[src/rtl/move_scheduler.sv]
// move_scheduler: sequences the player vertical-movement datapath.
// Generates the periodic update (frame) strobe and arbitrates the raw jump/drop
// requests into a single one-hot operation pulse. It then tracks the length of
// the move in update ticks and holds off new commands until the move ends.
// Optional feature: define MOVE_SCHED_BUFFER_EN to add a one-entry pending
// buffer. That buffer captures requests made while a move is in progress.
module move_scheduler #(
   parameter int TICK_DIV  = 833333,
   parameter int CNT_W     = 20,
   parameter int BIG_LEN   = 10,
   parameter int SMALL_LEN = 15,
   parameter int DROP_LEN  = 9
) (
   input  logic       clk,
   input  logic       reset,
   input  logic       enable,
   input  logic       req_big,
   input  logic       req_small,
   input  logic       req_drop,
   output logic       update,
   output logic [2:0] operation,
   output logic       busy,
   output logic [3:0] ticks_left
);

   localparam logic [2:0] OP_NONE  = 3'b000;
   localparam logic [2:0] OP_BIG   = 3'b001;
   localparam logic [2:0] OP_SMALL = 3'b010;
   localparam logic [2:0] OP_DROP  = 3'b100;

   typedef enum logic [1:0] {IDLE, ISSUE, ACTIVE} state_t;

   state_t           state;
   logic [CNT_W-1:0] tick_cnt;
   logic [2:0]       req_sel;
   logic [2:0]       pend_op;
   logic [2:0]       start_op;

   // Move length in update ticks for a one-hot operation
   function automatic logic [3:0] op_len(input logic [2:0] op);
      logic [3:0] len;
      len = 4'd0;
      case (op)
         OP_BIG:   len = 4'(BIG_LEN);
         OP_SMALL: len = 4'(SMALL_LEN);
         OP_DROP:  len = 4'(DROP_LEN);
         default:  len = 4'd0;
      endcase
      return len;
   endfunction

   // Fixed-priority request select: drop beats big beats small
   always_comb begin
      req_sel = OP_NONE;
      if (req_drop)
         req_sel = OP_DROP;
      else if (req_big)
         req_sel = OP_BIG;
      else if (req_small)
         req_sel = OP_SMALL;
   end

   // A buffered command always wins over live requests when leaving IDLE
   assign start_op = (pend_op != OP_NONE) ? pend_op : req_sel;

   // Free-running frame divider; freezes and suppresses strobes while disabled
   always_ff @(posedge clk or negedge reset) begin
      if (!reset) begin
         tick_cnt <= '0;
         update   <= 1'b0;
      end else if (enable) begin
         if (tick_cnt == CNT_W'(TICK_DIV - 1)) begin
            tick_cnt <= '0;
            update   <= 1'b1;
         end else begin
            tick_cnt <= tick_cnt + 1'b1;
            update   <= 1'b0;
         end
      end else begin
         update <= 1'b0;
      end
   end

`ifdef MOVE_SCHED_BUFFER_EN
   // Priority rank used to decide whether a new request displaces the buffer
   function automatic logic [1:0] op_rank(input logic [2:0] op);
      logic [1:0] r;
      r = 2'd0;
      case (op)
         OP_DROP:  r = 2'd3;
         OP_BIG:   r = 2'd2;
         OP_SMALL: r = 2'd1;
         default:  r = 2'd0;
      endcase
      return r;
   endfunction

   // One-entry buffer: keeps the highest-priority request seen during a move
   always_ff @(posedge clk or negedge reset) begin
      if (!reset) begin
         pend_op <= OP_NONE;
      end else if (state == IDLE) begin
         // Anything buffered is issued from IDLE this very cycle
         pend_op <= OP_NONE;
      end else if (op_rank(req_sel) > op_rank(pend_op)) begin
         pend_op <= req_sel;
      end
   end
`else
   assign pend_op = OP_NONE;
`endif

   // Move sequencer with registered outputs; an update seen in ISSUE is dropped
   always_ff @(posedge clk or negedge reset) begin
      if (!reset) begin
         state      <= IDLE;
         operation  <= OP_NONE;
         busy       <= 1'b0;
         ticks_left <= 4'd0;
      end else begin
         case (state)
            IDLE: begin
               operation <= OP_NONE;
               busy      <= 1'b0;
               if (start_op != OP_NONE) begin
                  operation  <= start_op;
                  busy       <= 1'b1;
                  ticks_left <= op_len(start_op);
                  state      <= ISSUE;
               end
            end
            ISSUE: begin
               operation <= OP_NONE;
               state     <= ACTIVE;
            end
            ACTIVE: begin
               operation <= OP_NONE;
               if (update) begin
                  if (ticks_left <= 4'd1) begin
                     ticks_left <= 4'd0;
                     busy       <= 1'b0;
                     state      <= IDLE;
                  end else begin
                     ticks_left <= ticks_left - 4'd1;
                  end
               end
            end
            default: begin
               state     <= IDLE;
               operation <= OP_NONE;
               busy      <= 1'b0;
            end
         endcase
      end
   end

endmodule

[config.mk]
export PLATFORM = sky130hd
export DESIGN_NAME = move_scheduler
export DESIGN_NICKNAME = d
export VERILOG_FILES = /design/src/rtl/move_scheduler.sv
export SDC_FILE = /design/constraint.sdc
export NUM_CORES = 1
export LEC_CHECK = 0
export ABC_AREA = 1
export CORE_MARGIN = 1.5
export CORE_UTILIZATION = 50
export DETAILED_ROUTE_END_ITERATION = 8
export PLACE_DENSITY = 0.71
export SYNTH_ARGS = -nofsm -noshare
export SYNTH_HDL_FRONTEND = slang
export SYNTH_SLANG_ARGS = --single-unit
[constraint.sdc]
create_clock -name clk -period 1.6 [get_ports clk]
set_clock_uncertainty 0.1 [all_clocks]
set_input_delay 0.16 -clock clk [delete_from_list [all_inputs] [get_ports clk]]
set_output_delay 0.16 -clock clk [all_outputs]
set_load 0.01 [all_outputs]
-- Word level (Yosys, flattened, before mapping)
Cells that the tools add are included.
- add/sub/neg operators: 2
- $lt $le $gt $ge: 1
- equal/unequal tests: 9
- multiplexer cells: 21
- bitwise gates (word level): 1
- reductions and logical operators: 6
- operators with widths (cell ; count):
    adder 20 x 1 -> 20 bit (second input constant) ; 1
    equality test 20 bit (second input constant) ; 1
    2-to-1 mux 20 bit ; 1
    2-to-1 mux 3 bit ; 4
    2-to-1 mux 4 bit ; 3
    one-hot mux 4 bit (3 select lines) ; 1
    AND reduction 3 bit ; 3
    2-to-1 mux 2 bit ; 4
    one-hot mux 4 bit (2 select lines) ; 1
    != test 2 bit (second input constant) ; 3
    one-hot mux 2 bit (3 select lines) ; 1
    2-to-1 mux 1 bit ; 5
    less-or-equal comparator 4 x 1 -> 1 bit (second input constant) ; 1
    subtractor 4 x 1 -> 4 bit (second input constant) ; 1
    equality test 3 x 1 -> 1 bit (second input constant) ; 1
    equality test 3 x 2 -> 1 bit (second input constant) ; 1
    equality test 3 bit (second input constant) ; 1
    one-hot mux 1 bit (3 select lines) ; 1
    nonzero test 3 bit ; 1
    equality test 2 x 1 -> 1 bit (second input constant) ; 1
    equality test 2 bit (second input constant) ; 1
    logical NOT 2 bit ; 1
    nonzero test 2 bit ; 1
    NOT 1 bit ; 1
- register bits: 31
- logic and storage cells: 46

-- Depth between registers and ports, before layout
Gate-level depths: netlist of the first run.
- word-level depth: 7
- mapped depth: 9
- depth with buffers taken out: 9

-- Worst setup path before layout of the first run
OpenSTA, ideal clock, no wires.
- path kind: flip-flop to flip-flop
- start: register ticks_left[0]
- end: register ticks_left[2]
- setup time: 0.083 ns
- arrival time: 1.281 ns
- data required time: 1.417 ns
- slack: 0.136 ns
- cell stages (with the launch flop): 8
- buffers on the path: 0
- period minus slack after synthesis: 1.464 ns
- cells stage by stage: dfrtp_1 inv_1 ha_1 o21ai_0 nand2_1 o21ai_0 nand2_1 o21ai_0
- word-level cells in the longest chain between the ends: 4
- elaborated cells between the ends (all ways): 5
- those cells by class: add/sub (1); order compare (1); mux (3)
- ends and longest elaborated chain (what ; line ; text):
    from (decl) ; 23 ; output logic [3:0] ticks_left
    from (signal assigned) ; 128 ; ticks_left <= op_len(start_op);
    from (signal assigned) ; 144 ; ticks_left <= ticks_left - 4'd1;
    subtractor 4 x 1 -> 4 bit / less-or-equal comparator 4 x 1 -> 1 bit (equally long branches) ; 144, 139 ;
    2-to-1 mux 4 bit (*) ; 139 ; if (ticks_left <= 4'd1) begin
    2-to-1 mux 4 bit (*) ; 138 ; if (update) begin
    one-hot mux 4 bit (2 select lines) (*) ; 121 ; case (state)
Every way passes the cells marked *; elsewhere a longest branch is shown, timed or not. The select of a mux whose other input is x is not followed.
A chain may end at the register's enable or synchronous reset.

-- Final worst setup path of the first run
- start: register ticks_left[0]
- end: output port ticks_left[0]
No word-level cell between the ends.

==> metrics, run 1 <==
final hold violation count 0; placed wire-length estimate roughly 3000 um; final routed wire length divided by cell count 11.2 um; HP Class input pin to asynchronous set/reset pin; Crit path buffers/inverters 1; most area-hungry cell type in the Yosys netlist sky130_fd_sc_hd__dfrtp_1; cells traversed along the worst timing path clkdlybuf4s50_1; total power approximately 0.0020 W; distinct cell type count after synthesis 24; total congestion overflow 0; routed vias/inst around 5.0; synthesized netlist net count between 200 and 300; total count of max-transition violations in the final report 0; width of the die roughly 63 um; Worst path max stage delay between 500 and 600 ps; clk sink count 31; cell depth of the worst flop-to-flop path 9; die footprint slightly below 4000 um^2; dominant delay contributor by cell family on the critical path buffers and inverters; final-stage net count ~300; final routed DRC violation total 0; vias in the first global route approximately 1600; required time of the critical path roughly 1300 ps; max-slew headroom at the worst pin a little over 70%; die height around 63 um; initial standard-cell utilization of the core 52.9%; Synth Area per Inst ~7.2 um^2; antenna fix cells 0; # Max-Cap Violations 0; TritonCTS clock tree done; share of post-route cells with drive strength above 1 approximately 15%; clock-pin slew reported for the worst setup and hold paths after clock tree synthesis 100 ps; critical path arrival between 1000 and 1500 ps; transition at the pin with the smallest max-transition slack 406 ps; core region area between 3000 and 4000 um^2; H-tree Lvls 2; instance count on the critical path 1; element type at the critical path start flop; achievable frequency 0.649 GHz; largest fanout on the critical path 4; total global-route track usage between 20% and 30%; Final Routed Wirelength approximately 3800 um; post-synthesis cell count 250; I/O pin count 15; proportion of synthesized chip area in sequential cells between 40% and 50%; area fraction of the dominant cell type after synthesis a little over two fifths; First-pass DRT Iterations 4; P&R area growth vs syn 24.6%; pin count of the biggest net entering global routing 32; post-route insts no fill around 340; first-pass GRT wire length 7020 um; worst-case hold slack 111 ps; number of buffers created by CTS 5; placement-stage cell area 2150 um^2; synthesized flop and latch total 31; CP max stage cell sky130_fd_sc_hd__clkdlybuf4s50_1; critical path start-end classification flop to output pin; worst vdd ir between 600 and 700 uV; number of endpoints failing setup at the final stage 0; share of the cycle needed by the critical path after routing a little over nine tenths; outcome complete, no violations; count of buffers inserted at the top-level ports 14; number of antenna violations at the first check in global routing 0; power density over the cells 910 nW/um^2; Filler cells 308; Detailed Route Iter0 Violations 82; GP Congestion approximately 0.92; yosys warns 0; leading cell types by total area after synthesis sky130_fd_sc_hd__dfrtp_1, sky130_fd_sc_hd__nand2_1, sky130_fd_sc_hd__nor2_1, sky130_fd_sc_hd__inv_1, sky130_fd_sc_hd__nand3_1; LEAKAGE ~1.2 nW; netlist area before placement 1790 um^2; minimum clock period after layout about 1500 ps; clk buf depth 2; Post-DRT Antenna Nets 0; final design instance area without fill about 2200 um^2; clock root buffer sky130_fd_sc_hd__clkbuf_4; count of vias placed by the detailed router between 1500 and 2000; Worst-Skew Late Latency about 330 ps; kind of end point of the critical path output pin; Site Rows 21; RSZ-0062 raised after global routing yes; total instance count after detailed placement 330
==> cell families (layout without fill, tap and decap cells) <==
kind of cell / count (synthesis) / count (layout) / share of synthesized area, %
xor+xnor: 5 / 5 / 2.44
simple gates: 145 / 145 / 35.7
compound gates: 22 / 22 / 6.63
fa+ha+maj: 4 / 4 / 2.79
buf+inv: 43 / 86 / 9.14
flops: 31 / 31 / 43.3
==> timing repair <==
action,CTS,global route
buffers inserted,1,1
setup endpoints to repair,1,15
hold buffers,0,0
resized for setup,0,8
pin swaps,0,3
==> Yosys cell counts <==
cell,count
sky130_fd_sc_hd__nand2_2,2
sky130_fd_sc_hd__nand2_1,57
sky130_fd_sc_hd__buf_2,2
sky130_fd_sc_hd__dfrtp_1,31
sky130_fd_sc_hd__nor2_1,44
sky130_fd_sc_hd__nand3b_1,1
sky130_fd_sc_hd__xor2_1,3
sky130_fd_sc_hd__nor2_2,3
sky130_fd_sc_hd__o21bai_1,1
sky130_fd_sc_hd__nand3_2,1
sky130_fd_sc_hd__a21o_1,1
sky130_fd_sc_hd__xnor2_1,2
sky130_fd_sc_hd__nand3_1,19
sky130_fd_sc_hd__ha_1,4
sky130_fd_sc_hd__nor2_4,2
sky130_fd_sc_hd__o21ai_0,13
sky130_fd_sc_hd__o21ai_1,1
sky130_fd_sc_hd__nor3_1,4
sky130_fd_sc_hd__o22ai_1,1
sky130_fd_sc_hd__nor4_1,1
sky130_fd_sc_hd__o211ai_1,1
sky130_fd_sc_hd__a21oi_1,4
sky130_fd_sc_hd__nand4_1,11
sky130_fd_sc_hd__inv_1,41
==> cells in the final DEF, fill, tap and decap left out <==
| cell | instances |
|---|---|
| sky130_fd_sc_hd__nand3_4 | 1 |
| sky130_fd_sc_hd__nand2_2 | 2 |
| sky130_fd_sc_hd__clkbuf_4 | 5 |
| sky130_fd_sc_hd__nand3_1 | 19 |
| sky130_fd_sc_hd__o211ai_1 | 1 |
| sky130_fd_sc_hd__nor3_1 | 4 |
| sky130_fd_sc_hd__nand4_1 | 11 |
| sky130_fd_sc_hd__o21ai_0 | 11 |
| sky130_fd_sc_hd__xor2_1 | 3 |
| sky130_fd_sc_hd__xnor2_1 | 2 |
| sky130_fd_sc_hd__inv_1 | 40 |
| sky130_fd_sc_hd__dlymetal6s2s_1 | 1 |
| sky130_fd_sc_hd__nand2_1 | 57 |
| sky130_fd_sc_hd__nor2_4 | 2 |
| sky130_fd_sc_hd__a21o_1 | 1 |
| sky130_fd_sc_hd__clkdlybuf4s50_1 | 13 |
| sky130_fd_sc_hd__ha_1 | 4 |
| sky130_fd_sc_hd__nor2_2 | 5 |
| sky130_fd_sc_hd__a21oi_1 | 4 |
| sky130_fd_sc_hd__inv_2 | 1 |
| sky130_fd_sc_hd__nor4_1 | 1 |
| sky130_fd_sc_hd__nor2_1 | 42 |
| sky130_fd_sc_hd__dfrtp_1 | 30 |
| sky130_fd_sc_hd__o21ai_1 | 3 |
| sky130_fd_sc_hd__clkinv_2 | 1 |
| sky130_fd_sc_hd__o22ai_1 | 1 |
| sky130_fd_sc_hd__nand3b_1 | 1 |
| sky130_fd_sc_hd__o21bai_1 | 1 |
| sky130_fd_sc_hd__buf_4 | 24 |
| sky130_fd_sc_hd__dfrtp_2 | 1 |
| sky130_fd_sc_hd__clkbuf_8 | 1 |
==> cell type report <==
class | instances | area, um^2 | share of cell area (%)
Tap cell | 46 | 57.6 | 2.58
Clock buffer | 6 | 51.3 | 2.30
Sequential cell | 31 | 777 | 34.8
Multi-Input combinational cell | 176 | 866 | 38.8
Clock inverter | 1 | 5.00 | 0.224
Inverter | 41 | 154 | 6.89
Timing Repair Buffer | 38 | 323 | 14.5
==> power breakdown <==
group          switching (W)  internal [W]
clock network       0.000260      0.000203
logic               0.000318      0.000258
registers           0.000111      0.000882
==> registers in the layout (all words and copies together) (netlist names) <==
signal,count
update,1
busy,1
ticks_left,4
operation,3
tick_cnt,20
state,2
==> metal layers <==
layer  share of wire (%)  GRT usage (%)
met4                 2.9           10.3
met5                   0              0
met3                 4.3           6.67
met2                  45           37.1
met1                  48           27.5
==> per-stage QoR <==
step	util [%]	setup WS, ps	setup TNS (ps)
after floorplan	-	136	0
after global placement	63.3	38.6	0
after detailed placement	63.3	-11.1	-18.4
after CTS	65.2	21.9	0
after global routing	65.9	-35.4	-179
final	65.9	59.8	0
==> final timing paths <==
path,start,slack (ps),endpoint
max,ticks_left[0],60,ticks_left[0]
min,reset,110,tick_cnt[8]
max reg2reg,tick_cnt[1],100,tick_cnt[5]
min reg2reg,busy,390,busy
max in group asynchronous,reset,1000,tick_cnt[3]
min in group clk,req_drop,330,operation[0]
No activity file was read; power rests on OpenSTA's default activity.
==> inputs of run 2 (changes only) <==
--- a/config.mk
+++ b/config.mk
@@ -8,7 +8,9 @@
 export ABC_AREA = 1
 export CORE_MARGIN = 1.5
 export CORE_UTILIZATION = 50
+export CTS_CLUSTER_SIZE = 16
 export DETAILED_ROUTE_END_ITERATION = 8
+export MAX_ROUTING_LAYER = met4
 export PLACE_DENSITY = 0.71
 export SYNTH_ARGS = -nofsm -noshare
 export SYNTH_HDL_FRONTEND = slang
==> metrics, run 2 (synthesis results as in run 1) <==
outcome complete, no violations (unchanged); registers with the highest flip-flop counts tick_cnt (20), ticks_left (4), operation (3) (unchanged); Worst path max stage delay 550 ps (about the same); largest fanout on the critical path 4 (unchanged); max-slew headroom at the worst pin 73.2% (was 72.8%); RSZ-0062 raised after global routing yes (unchanged); Internal Dissipation 0.00134 W (about the same); Crit path buffers/inverters 1 (unchanged); Comb pwr share 28.3% (about the same); TritonCTS clock tree done (unchanged); Post-DRT Antenna Nets 0 (unchanged); commonest non-fill, non-tap cell in the layout sky130_fd_sc_hd__nand2_1 (unchanged); minimum clock period after layout 1550 ps (was 1540 ps); share of total power consumed by net switching 34.0% (was 33.9%); final routed DRC violation total 0 (unchanged); critical path arrival 1290 ps (was 1280 ps); register with the highest flop count tick_cnt (unchanged); critical path start-end classification flop to output pin (unchanged); share of power burned in the clock network 22.9% (was 22.8%); PnR worst setup slack 54.6 ps (was 59.8 ps); die footprint 3950 um^2 (unchanged); H-tree Lvls 2 (unchanged); max reg flops 20 (unchanged); part of the total power dissipated in sequential elements 48.9% (about the same); required time of the critical path 1340 ps (about the same); Filler cells 308 (unchanged); final-stage net count 303 (unchanged); Psw 0.000691 W (was 0.000689 W); Worst-Skew Late Latency 340 ps (was 330 ps); Detailed Route Iter0 Violations 83 (was 82); power density over the cells 911 nW/um^2 (was 910 nW/um^2); width of the die 62.9 um (unchanged); I/O pin count 15 (unchanged); total instance count after detailed placement 330 (unchanged); first-pass GRT wire length 7000 um (was 7020 um); total count of max-transition violations in the final report 0 (unchanged); number of antenna violations at the first check in global routing 0 (unchanged); kind of end point of the critical path output pin (unchanged); count of buffers inserted at the top-level ports 14 (unchanged); terminus of the critical flop-to-flop path tick_cnt[5] (unchanged); P&R area growth vs syn 24.6% (unchanged); initial standard-cell utilization of the core 52.9% (unchanged); cells traversed along the worst timing path clkdlybuf4s50_1 (unchanged); cell depth of the worst flop-to-flop path 9 (unchanged); CP max stage cell sky130_fd_sc_hd__clkdlybuf4s50_1 (unchanged); LEAKAGE 1.18 nW (unchanged); count of vias placed by the detailed router 1692 (was 1679); total global-route track usage 23.2% (was 22.7%); transition at the pin with the smallest max-transition slack 399 ps (was 406 ps); final routed wire length divided by cell count 11.3 um (was 11.2 um); routed vias/inst 4.99 (was 4.95); antenna fix cells 0 (unchanged); Final Routed Wirelength 3820 um (was 3790 um); setup slack after placement -11.1 ps (unchanged); element type at the critical path start flop (unchanged); worst vdd ir 652 uV (about the same); total power 0.00203 W (about the same); number of endpoints failing setup at the final stage 0 (unchanged); flop-to-flop setup slack 100 ps (about the same); GP Congestion 0.938 (was 0.921); First-pass DRT Iterations 5 (was 4); achievable frequency 0.647 GHz (was 0.649 GHz); total congestion overflow 0 (unchanged); placed wire-length estimate 2950 um (unchanged); vias in the first global route 1620 (was 1623); clk sink count 31 (unchanged); number of buffers created by CTS 5 (unchanged); commonest cells after routing, fill and taps aside sky130_fd_sc_hd__nand2_1, sky130_fd_sc_hd__nor2_1, sky130_fd_sc_hd__inv_1, sky130_fd_sc_hd__dfrtp_1, sky130_fd_sc_hd__buf_4 (unchanged); Site Rows 21 (unchanged); clock-pin slew reported for the worst setup and hold paths after clock tree synthesis 100 ps (about the same); final core occ 65.9% (unchanged); core region area 3390 um^2 (unchanged); clock root buffer sky130_fd_sc_hd__clkbuf_4 (unchanged); share of post-route cells with drive strength above 1 14.7% (unchanged); HP Class input pin to asynchronous set/reset pin (unchanged); post-route insts no fill 339 (unchanged); Critical R2R Launch tick_cnt[1] (unchanged); pin count of the biggest net entering global routing 32 (unchanged); total of hold buffers inserted after clock tree synthesis 0 (unchanged); final hold violation count 0 (unchanged); clk buf depth 2 (unchanged); die height 62.9 um (unchanged); share of the cycle needed by the critical path after routing 96.6% (was 96.3%); dominant delay contributor by cell family on the critical path buffers and inverters (unchanged); # Max-Cap Violations 0 (unchanged)
==> run 2: cell counts in the layout (fill, tap and decap cells not counted) <==
No cell type changed its count.
==> run 2: repair_timing <==
item,CTS,global route
gates resized for setup,0,8
pin swaps,0,3
setup buffers,1,1
cloned,0,0
endpoints found under the setup margin,1,15
==> run 2: cell type report <==
cell class	count	area [um^2]	share of cell area, %
inverter	41	154	6.89
clock inverter	1	5.00	0.224
sequential	31	777	34.8
clock buffer	6	51.3	2.30
multi-input combinational	176	866	38.8
tap	46	57.6	2.58
timing repair buffer	38	323	14.5
==> run 2: stage by stage <==
stage               hold WS [ps]  instance area [um^2]  setup TNS, ps
finish                       109                  2230              0
global route                 177                  2230           -178
CTS                          119                  2210              0
detailed placement           370                  2150          -18.4
global placement             372                  2150              0
floorplan                   -236                  1790              0
==> run 2: power groups by stage <==
stage,logic (W),clock network (W),registers (W)
2_1_floorplan,0.000354,0,0.000991
3_3_place_gp,0.000558,0,0.00101
3_5_place_dp,0.000566,0,0.00100
4_1_cts,0.000575,0.000482,0.000989
5_1_grt,0.000677,0.000505,0.00101
6_report,0.000575,0.000465,0.000994
==> run 2: routing by layer <==
layer | GRT usage (%) | up-vias | part of all wire (%)
met5 | - | - | 0
met4 | 10.3 | 0 | 2.6
met3 | 6.13 | 13 | 4.7
met2 | 37.1 | 47 | 45
met1 | 27.5 | 756 | 48
li1 | - | 876 | -
==> run 2: worst max-delay path by stage <==
| stage | cells past startpoint | startpoint | end | slack (ps) |
|---|---|---|---|---|
| 2_1_floorplan | 7 | ticks_left[0] | ticks_left[2] | 140 |
| 3_3_place_gp | 8 | enable | tick_cnt[15] | 40 |
| 3_5_place_dp | 8 | enable | tick_cnt[15] | -10 |
| 4_1_cts | 1 | ticks_left[3] | ticks_left[3] | 20 |
| 5_1_grt | 9 | tick_cnt[0] | tick_cnt[15] | -40 |
| 6_report | 1 | ticks_left[0] | ticks_left[0] | 50 |
==> patch: new RTL, settings of run 2 <==
Register the output `operation` once more, with the module's reset; this adds one clock of latency there. The other outputs are not delayed to match.
--- a/src/rtl/move_scheduler.sv
+++ b/src/rtl/move_scheduler.sv
@@ -30,4 +30,6 @@
 
    typedef enum logic [1:0] {IDLE, ISSUE, ACTIVE} state_t;
+
+   logic [2:0] operation_s0;
 
    state_t           state;
@@ -115,5 +117,5 @@
       if (!reset) begin
          state      <= IDLE;
-         operation  <= OP_NONE;
+         operation_s0 <= OP_NONE;
          busy       <= 1'b0;
          ticks_left <= 4'd0;
@@ -121,8 +123,8 @@
          case (state)
             IDLE: begin
-               operation <= OP_NONE;
+               operation_s0 <= OP_NONE;
                busy      <= 1'b0;
                if (start_op != OP_NONE) begin
-                  operation  <= start_op;
+                  operation_s0 <= start_op;
                   busy       <= 1'b1;
                   ticks_left <= op_len(start_op);
@@ -131,9 +133,9 @@
             end
             ISSUE: begin
-               operation <= OP_NONE;
+               operation_s0 <= OP_NONE;
                state     <= ACTIVE;
             end
             ACTIVE: begin
-               operation <= OP_NONE;
+               operation_s0 <= OP_NONE;
                if (update) begin
                   if (ticks_left <= 4'd1) begin
@@ -148,5 +150,5 @@
             default: begin
                state     <= IDLE;
-               operation <= OP_NONE;
+               operation_s0 <= OP_NONE;
                busy      <= 1'b0;
             end
@@ -155,4 +157,12 @@
    end
 
+   always_ff @(posedge clk or negedge reset) begin
+      if (!reset) begin
+         operation <= '0;
+      end else begin
+         operation <= operation_s0;
+      end
+   end
+
 endmodule
 
Behaviour: not the same (a bounded check fails within 4 cycles, from zero or initial values and one cycle with reset low).
==> patch against run 2 <==
- sequential cell count is 3 higher
- global-route usage fell by 0.80 points
- worst setup slack worse by 0.0084 ns
- synthesized area increased by 9.4%
- register-to-register slack worse by 0.04 ns
- core utilization up 2.2 points
- die area increased by 8.9%
- routed wire length increased by 17%
- synthesized cell count rose by 7.6%
- combinational power increased by 42%
- total power up 32%
- cell area up 13%
==> patch: results (changes against run 2) <==
| Metric | Value |
|---|---|
| Clk pin slew, worst setup/hold paths | `0.07 ns (-0.03 ns)` |
| Critical Path Sink | `ticks_left[2]` |
| Fraction of layout cells with a size suffix above 1 | `21.5% (+6.8 points)` |
| Maximum vdd drop | `0.000909 V (+39%)` |
| Final layout net count | `321 (+5.9%)` |
| DP HPWL | `3.15 mm (+6.6%)` |
| Post-synthesis sequential area ratio | `43.4% (+0.13 points)` |
| Main area contributors after synthesis | `dfrtp_1 (43%), nand2_1 (14%), inv_1 (9.0%)` |
| Mapped Nets | `279 (+7.3%)` |
| Met2 Use GR | `31.3% (-5.8 points)` |
| Seq. pwr | `0.00108 W (+9%)` |
| Top flop regs | `tick_cnt: 20 flops, ticks_left: 4 flops` |
| Drt total wl | `4.46 mm (+17%)` |
| Worst r2r dst | `tick_cnt[16]` |
| Largest net degree at the start of global routing | `35 (+9.4%)` |
| FF-to-FF setup slack | `0.06 ns (-0.04 ns)` |
| GRT met3 Usage | `7.02% (+0.89 points)` |
| Period utilisation layout | `97.1% (+0.52 points)` |
| DRT Pass-1 Iters | `4 (-1)` |
| Critical Path Fanout Max | `5 (+1)` |
| Placed insts | `347 (+5.2%)` |
| Iteration-0 DRC Markers | `87 (+4.8%)` |
| Cell variety after synth | `26 (+8.3%)` |
| Drt via density | `5.01 (+0.29%)` |
| Syn avg cell area | `7.29 um^2 (+1.6%)` |
| Root Buffer | `clkbuf_8` |
| Worst Setup Slack post-DPL | `-0.0633 ns (-0.0522 ns)` |
| Status | `finished clean` |
| Max incr delay on CP | `0.57 ns (+0.02 ns)` |
| Worst r2r path cells | `8 (-1)` |
| Placer Congestion | `0.890 (-5.1%)` |
| Clk Latency, worst-skew pair | `0.29 ns (-0.05 ns)` |
| Fillers | `309 (+0.32%)` |
| Lkg Pwr | `1.32 nW (+12%)` |
## patch: cell types whose count changed in the layout (fill, tap and decap cells not counted), sizes merged, moves of 2 or more
cell and delta:
a21oi -2, nand2 +19, inv +8, nor2 -2
buf -3, nand3 -3, nand4 -3, dfrtp +3
o21ai -3, nor3 +4
## patch: cell type report
cell class	instances	share of cell area, %
multi-input combinational	186	40.3
inverter	49	7.27
tap	48	2.38
clock buffer	6	2.87
clock inverter	2	1.48
timing repair buffer	35	12.1
sequential	34	33.6
## patch: layer usage
layer | wire, um | vias to the layer above | share of wire, %
li1 | - | 915 | -
met1 | 2100 | 822 | 47
met2 | 2000 | 55 | 45
met3 | 275 | 10 | 6.2
met4 | 79 | 0 | 1.8
met5 | 0 | - | 0
## patch: per-stage QoR
stage	power, W	hold WS, ns	util (%)
6_report	0.00269	0.171	68.0
5_1_grt	0.00284	0.231	68.0
2_1_floorplan	0.00153	-0.236	-
4_1_cts	0.00259	0.198	64.2
3_3_place_gp	0.00180	0.233	61.3
3_5_place_dp	0.00179	0.236	61.3
## patch: cells by family after synthesis
| kind of cell | count (synthesis) | share of synthesized area [%] |
|---|---|---|
| and+or+nand+nor | 159 | 37.1 |
| buffers and inverters | 50 | 9.96 |
| DFF | 34 | 43.4 |
| AOI/OAI and AO/OA | 17 | 4.79 |
| xor gates and xnor gates | 5 | 2.23 |
| adders and majority gates | 4 | 2.55 |
## patch: timing repair
action | in CTS | in global routing
endpoints found under the setup margin | 0 | 18
setup buffers | 0 | 4
resized for setup | 0 | 29
